## config.mk

```make
export PLATFORM = sky130hd
export DESIGN_NAME = uart_tx_buffered
export DESIGN_NICKNAME = d
export VERILOG_FILES = /design/src/rtl/uart_pkg.sv /design/src/rtl/uart_tx_fifo.sv /design/src/rtl/uart_tx_buffered.sv
export SDC_FILE = /design/constraint.sdc
export NUM_CORES = 1
export LEC_CHECK = 0
export CAP_MARGIN = 40
export CORE_MARGIN = 4
export CORE_UTILIZATION = 40
export CTS_CLUSTER_SIZE = 24
export DETAILED_ROUTE_END_ITERATION = 12
export GPL_ROUTABILITY_DRIVEN = 0
export PLACE_DENSITY_LB_ADDON = 0.1
export SLEW_MARGIN = 20
export SYNTH_ARGS = -nofsm -noshare
export SYNTH_HDL_FRONTEND = slang
export SYNTH_SLANG_ARGS = --single-unit
```

## constraint.sdc

```tcl
create_clock -name Clock -period 3.57 [get_ports Clock]
set_input_delay 0.357 -clock Clock [delete_from_list [all_inputs] [get_ports Clock]]
set_output_delay 0.357 -clock Clock [all_outputs]
set_load 0.005 [all_outputs]
```

## src/rtl/uart_pkg.sv

```systemverilog
// Shared UART definitions: transmitter FSM encoding, frame levels and default bit timing.
package uart_pkg;

  typedef enum logic [1:0] {
    IDLE  = 2'd0,
    START = 2'd1,
    DATA  = 2'd2,
    STOP  = 2'd3
  } tx_state_e;

  localparam int unsigned DATA_BITS            = 8;
  localparam logic        START_LEVEL          = 1'b0;
  localparam logic        STOP_LEVEL           = 1'b1;
  localparam logic        IDLE_LEVEL           = 1'b1;
  localparam int unsigned DEFAULT_CLKS_PER_BIT = 868;

endpackage

```

## src/rtl/uart_tx_fifo.sv

```systemverilog
// Synchronous byte FIFO with occupancy count; pushes while full and pops while empty are ignored.
module uart_tx_fifo #(
  parameter int unsigned DEPTH = 4,
  parameter int unsigned WIDTH = 8
) (
  input  logic                     clk_i,
  input  logic                     rst_ni,
  input  logic                     push_i,
  input  logic [WIDTH-1:0]         data_i,
  input  logic                     pop_i,
  output logic [WIDTH-1:0]         data_o,
  output logic [$clog2(DEPTH):0]   count_o,
  output logic                     full_o,
  output logic                     empty_o
);

  localparam int unsigned PW = $clog2(DEPTH);

  logic [WIDTH-1:0] mem_q [DEPTH];
  logic [PW-1:0]    wr_q, rd_q;
  logic [PW:0]      count_q;
  logic             do_push, do_pop;

  always_comb begin
    full_o  = (count_q == (PW+1)'(DEPTH));
    empty_o = (count_q == '0);
    do_push = push_i && !full_o;
    do_pop  = pop_i && !empty_o;
    data_o  = mem_q[rd_q];
    count_o = count_q;
  end

  // Pointers wrap naturally because DEPTH is a power of two.
  always_ff @(posedge clk_i) begin
    if (!rst_ni) begin
      wr_q    <= '0;
      rd_q    <= '0;
      count_q <= '0;
    end else begin
      if (do_push) wr_q <= wr_q + PW'(1);
      if (do_pop)  rd_q <= rd_q + PW'(1);
      case ({do_push, do_pop})
        2'b10:   count_q <= count_q + (PW+1)'(1);
        2'b01:   count_q <= count_q - (PW+1)'(1);
        default: count_q <= count_q;
      endcase
    end
  end

  always_ff @(posedge clk_i) begin
    if (do_push) mem_q[wr_q] <= data_i;
  end

endmodule

```

## src/rtl/uart_tx_buffered.sv

```systemverilog
// 8N1 UART transmitter fed by a small byte FIFO; queued frames are sent back-to-back.
module uart_tx_buffered
  import uart_pkg::*;
#(
  parameter int unsigned CLKS_PER_BIT = DEFAULT_CLKS_PER_BIT,
  parameter int unsigned FIFO_DEPTH   = 4
) (
  input  logic                          Clock,
  input  logic                          Reset_n,
  input  logic [7:0]                    TX_Data,
  input  logic                          TX_Valid,
  output logic                          TX_Ready,
  output logic                          TX_Serial,
  output logic                          TX_Active,
  output logic                          TX_Done,
  output logic [$clog2(FIFO_DEPTH):0]   FIFO_Count
);

  localparam int unsigned CW = $clog2(CLKS_PER_BIT);
  localparam int unsigned IW = $clog2(DATA_BITS);

  if (CLKS_PER_BIT < 2) begin : g_bad_cpb
    $error("CLKS_PER_BIT must be at least 2");
  end

  tx_state_e              state_q, state_d;
  logic [CW-1:0]          cnt_q, cnt_d;
  logic [IW-1:0]          idx_q, idx_d;
  logic [DATA_BITS-1:0]   shift_q, shift_d;
  logic                   serial_q, serial_d;

  logic                   bit_last;
  logic                   pop;
  logic [DATA_BITS-1:0]   fifo_data;
  logic                   fifo_full, fifo_empty;

  uart_tx_fifo #(
    .DEPTH (FIFO_DEPTH),
    .WIDTH (DATA_BITS)
  ) u_fifo (
    .clk_i   (Clock),
    .rst_ni  (Reset_n),
    .push_i  (TX_Valid),
    .data_i  (TX_Data),
    .pop_i   (pop),
    .data_o  (fifo_data),
    .count_o (FIFO_Count),
    .full_o  (fifo_full),
    .empty_o (fifo_empty)
  );

  assign TX_Ready  = !fifo_full;
  assign TX_Serial = serial_q;
  assign bit_last  = (cnt_q == CW'(CLKS_PER_BIT - 1));

  always_ff @(posedge Clock) begin
    if (!Reset_n) begin
      state_q  <= IDLE;
      cnt_q    <= '0;
      idx_q    <= '0;
      shift_q  <= '0;
      serial_q <= IDLE_LEVEL;
    end else begin
      state_q  <= state_d;
      cnt_q    <= cnt_d;
      idx_q    <= idx_d;
      shift_q  <= shift_d;
      serial_q <= serial_d;
    end
  end

  // The line level is computed one cycle ahead so TX_Serial comes straight from a flop.
  always_comb begin
    state_d  = state_q;
    cnt_d    = bit_last ? '0 : cnt_q + CW'(1);
    idx_d    = idx_q;
    shift_d  = shift_q;
    serial_d = serial_q;
    case (state_q)
      IDLE: begin
        cnt_d    = '0;
        serial_d = IDLE_LEVEL;
        if (pop) begin
          shift_d  = fifo_data;
          idx_d    = '0;
          state_d  = START;
          serial_d = START_LEVEL;
        end
      end
      START: begin
        if (bit_last) begin
          state_d  = DATA;
          serial_d = shift_q[0];
          shift_d  = {1'b0, shift_q[DATA_BITS-1:1]};
        end
      end
      DATA: begin
        if (bit_last) begin
          if (idx_q == IW'(DATA_BITS - 1)) begin
            state_d  = STOP;
            serial_d = STOP_LEVEL;
          end else begin
            idx_d    = idx_q + IW'(1);
            serial_d = shift_q[0];
            shift_d  = {1'b0, shift_q[DATA_BITS-1:1]};
          end
        end
      end
      STOP: begin
        if (bit_last) begin
          if (pop) begin
            shift_d  = fifo_data;
            idx_d    = '0;
            state_d  = START;
            serial_d = START_LEVEL;
          end else begin
            state_d  = IDLE;
            serial_d = IDLE_LEVEL;
          end
        end
      end
      default: begin
        state_d  = IDLE;
        serial_d = IDLE_LEVEL;
      end
    endcase
  end

  always_comb begin
    pop       = 1'b0;
    TX_Done   = 1'b0;
    TX_Active = (state_q != IDLE);
    case (state_q)
      IDLE: pop = !fifo_empty;
      STOP: begin
        if (bit_last) begin
          TX_Done = 1'b1;
          pop     = !fifo_empty;
        end
      end
      default: ;
    endcase
  end

endmodule
```

==> impl_results.md <==
* PwrDens at 738.9 nW/um^2
* DPL Wire Length at ~3200 um
* Status: finished, final reports clean
* Buf+Inv Stages, Crit Path at 1
* Final nets at approximately 280
* Synth Area in Compound Gates at roughly 8%
* Hold Fails Final Rpt at 0
* CTS clock-pin slew for the worst setup and hold paths at 0.07 ns
* Tmin final at roughly 2.8 ns
* Setup Fix Bufs, Post-CTS at 0
* Drt drc at 0
* Commonest cells after routing, fill and taps aside: dfxtp_1 (33), edfxtp_1 (32), nand2_1 (18), clkdlybuf4s50_1 (17), nor2_1 (15)
* Clk sinks at 65
* Final Skew at 0.003796 ns
* Pre-antenna DRT Iters at 4
* Synth area leader: edfxtp_1
* Root Driver: clkbuf_8
* Area Overhead vs Synth at 15.29%
* CTS resizes at 0
* Async set-or-reset flop fraction in the synthesized netlist at 0%
* Antenna diodes at 0
* Startpoint type of the worst setup path: flip-flop
* Worst path arrival time at between 3 and 4 ns
* Core area at ~7000 um^2
* Max_cap viols at 0
* Critical path launch point: cnt_q[0]
* # setup viols final at 0
* Crit-path leading delay family: simple AND/OR/NAND/NOR gates
* CP endpoint kind: flip-flop
* Initial antenna violation count at 0
* Main area contributors after synthesis: edfxtp_1 (33%), dfxtp_1 (23%), mux4_2 (6.1%), ha_1 (6.0%), mux2i_1 (3.1%)
* Synth Instances at roughly 230
* Required @ worst endpoint at 3.84 ns
* Worst-margin pin slew at approximately 0.69 ns
* Area fraction of the dominant cell type after synthesis at roughly 33%
* IO buf count at 17
* Syn avg cell area at between 10 and 15 um^2
* Cell Count, Final, Fillers Out at roughly 350
* Post-synthesis xor/xnor area fraction at between 3 and 4%
* Critical R2R Capture: u_fifo.count_o[2]
* CP cell instances: ha_1, nor3b_4, a41oi_1, nor3_2, ha_1, inv_1, fa_1, xor2_1, or3_1, a21boi_0
* Simple-gate portion of the synthesized area at between 10% and 20%
* CTS max path bufs at 2
* Vias in the first global route at 1688
* Fraction of layout instances using a drive strength above 1 at between 10% and 20%
* Die area at just under 9000 um^2
* Mux cell area share after synthesis at under 10%
* CP Class: flip-flop to flip-flop
* Placed insts at approximately 340
* Die H at ~94 um
* Post-synth EDFFs at 32
* Largest family of logic cells by synthesized area: simple AND/OR/NAND/NOR gates
* Hold Path Origin: idx_q[1]
* Fmax at 355.9 MHz
* Clock buffer count from CTS at 9
* Clk_lat worst skew at between 0.3 and 0.4 ns
* TNS Setup at 0 ns
* Final WL at roughly 4600 um
* Ys flop type: dfxtp_1
* Routed wire per std cell at between 10 and 15 um
* CTS tree: built
* Post-route ant nets at 0
* Critical path's slowest cell: dfxtp_1
* Syn_nets at 255
* Initial Util at a little over two fifths
* Die extent in x at between 90 and 100 um
* Synth Cell Area at between 2000 and 3000 um^2
* Fraction of the yosys area taken by sequential cells at around 55%
* Ys Warns at 0
* CP Max Fanout at 5
* Vias after detailed routing at roughly 1.7k
* Largest net degree at the start of global routing at 28
* Slew headroom at about 54%
* Reg2Reg Depth at 10
* Period utilisation layout at 78.71%
* Crit path capture: u_fifo.count_o[2]
* First-pass GRT wire length at roughly 7800 um
* Unrepaired setup endpoints after global routing: no
* Most common cell after layout, fill and taps aside: dfxtp_1
* Crit Reg-Reg Startpoint: cnt_q[0]
* Cts hold-fix bufs at 0
* Flop2flop setup slack at 0.76 ns
* HP Class: flip-flop to flip-flop
* Total grt overflow at 0
* Adder-cell area share of the yosys netlist at under 10%
* Rows at 30
* Distinct cells, synth at 43
* Worst VDD drop at approximately 0.00036 V
* Slowest stage delay, CP at 0.37 ns
* Slew Viols, Final at 0
* Crit path top cell by count: ha_1
* CP Depth at 10
* Leakage at approximately 0.0012 uW
* Total track usage at 11.81%
* H-tree depth at 3
* Synth Register Bits at 65
* # IOs at 18
* Avg Vias per Cell at 4.796
* Starting DRT DRC Count at 48
## Yosys cell counts (all sizes together) (2+ instances only)
master / number
xnor2: 7
a41oi: 2
and3: 6
o21ai: 7
o211a: 7
nor3: 6
o221a: 2
ha: 14
mux4: 8
a21oi: 2
nand3: 9
xor2: 5
mux2i: 9
inv: 11
buf: 5
clkbuf: 2
a21boi: 2
and2: 9
edfxtp: 32
dfxtp: 33
nor2: 15
nand2b: 2
nand2: 18
nor4: 3
## cells by family after synthesis
group / Yosys count
fa+ha+maj: 15
xor+xnor: 12
flops: 65
buf+inv: 18
simple gates: 75
mux: 17
compound gates: 27
## through the flow
step                total power, uW  area, um^2  util, %  worst slack, ns  hold slack [ns]
floorplan                      1724        2930        -            1.010           0.4289
finish                         2496        3378    48.65           0.7602           0.4631
detailed placement             1923        3184    45.86           0.7389           0.4547
global route                   2693        3378    48.65           0.5287           0.4800
CTS                            2540        3378    48.65           0.7392           0.4655
global placement               1923        3184    45.86           0.8368           0.4458
## flip-flops by register name, summed over array words and instances (netlist names), named ones only
register        flops
u_fifo.count_o      3
u_fifo.wr_q         2
cnt_q              10
idx_q               3
TX_Serial           1
u_fifo.rd_q         2
state_q             2
shift_q             8
u_fifo.mem_q       32
## cell type report
cell class	count	area [um^2]
Sequential cell	65	1622
Clock buffer	9	123.9
Tap cell	96	120.1
Clock inverter	7	70.07
Multi-Input combinational cell	146	1216
Timing Repair Buffer	19	185.2
Fill cell	641	3566
Inverter	11	41.29
## worst register-to-register path, stage by stage (launching register included)
cell	delay, ns
dfxtp_1	0.37
ha_1	0.22
nor3b_4	0.33
a41oi_1	0.18
nor3_2	0.36
ha_1	0.25
inv_1	0.06
fa_1	0.37
xor2_1	0.15
or3_1	0.30
a21boi_0	0.15
## worst min path at each step
stage          endpoint  slack (ns)  cells after the start
2_1_floorplan  idx_q[0]        0.43                      1
3_3_place_gp   cnt_q[0]        0.45                      1
3_5_place_dp   cnt_q[0]        0.45                      1
4_1_cts        idx_q[0]        0.47                      1
5_1_grt        idx_q[1]        0.48                      2
6_report       idx_q[1]        0.46                      2
## layer usage
layer	GRT usage [%]	vias to the layer above	routed length, um
met1	14.40	785	2163
met2	18.23	23	2158
met5	0	-	0
li1	-	878	-
met4	4.693	0	72
met3	5.310	7	209
## power breakdown
group / switching (uW) / leakage (uW) / internal (uW) / total [uW]
logic: 461 / 0.000594 / 431 / 892
clock network: 283 / 0.0000909 / 321 / 604
registers: 85.5 / 0.000563 / 915 / 1000
Power figures use the tool's default switching activity.
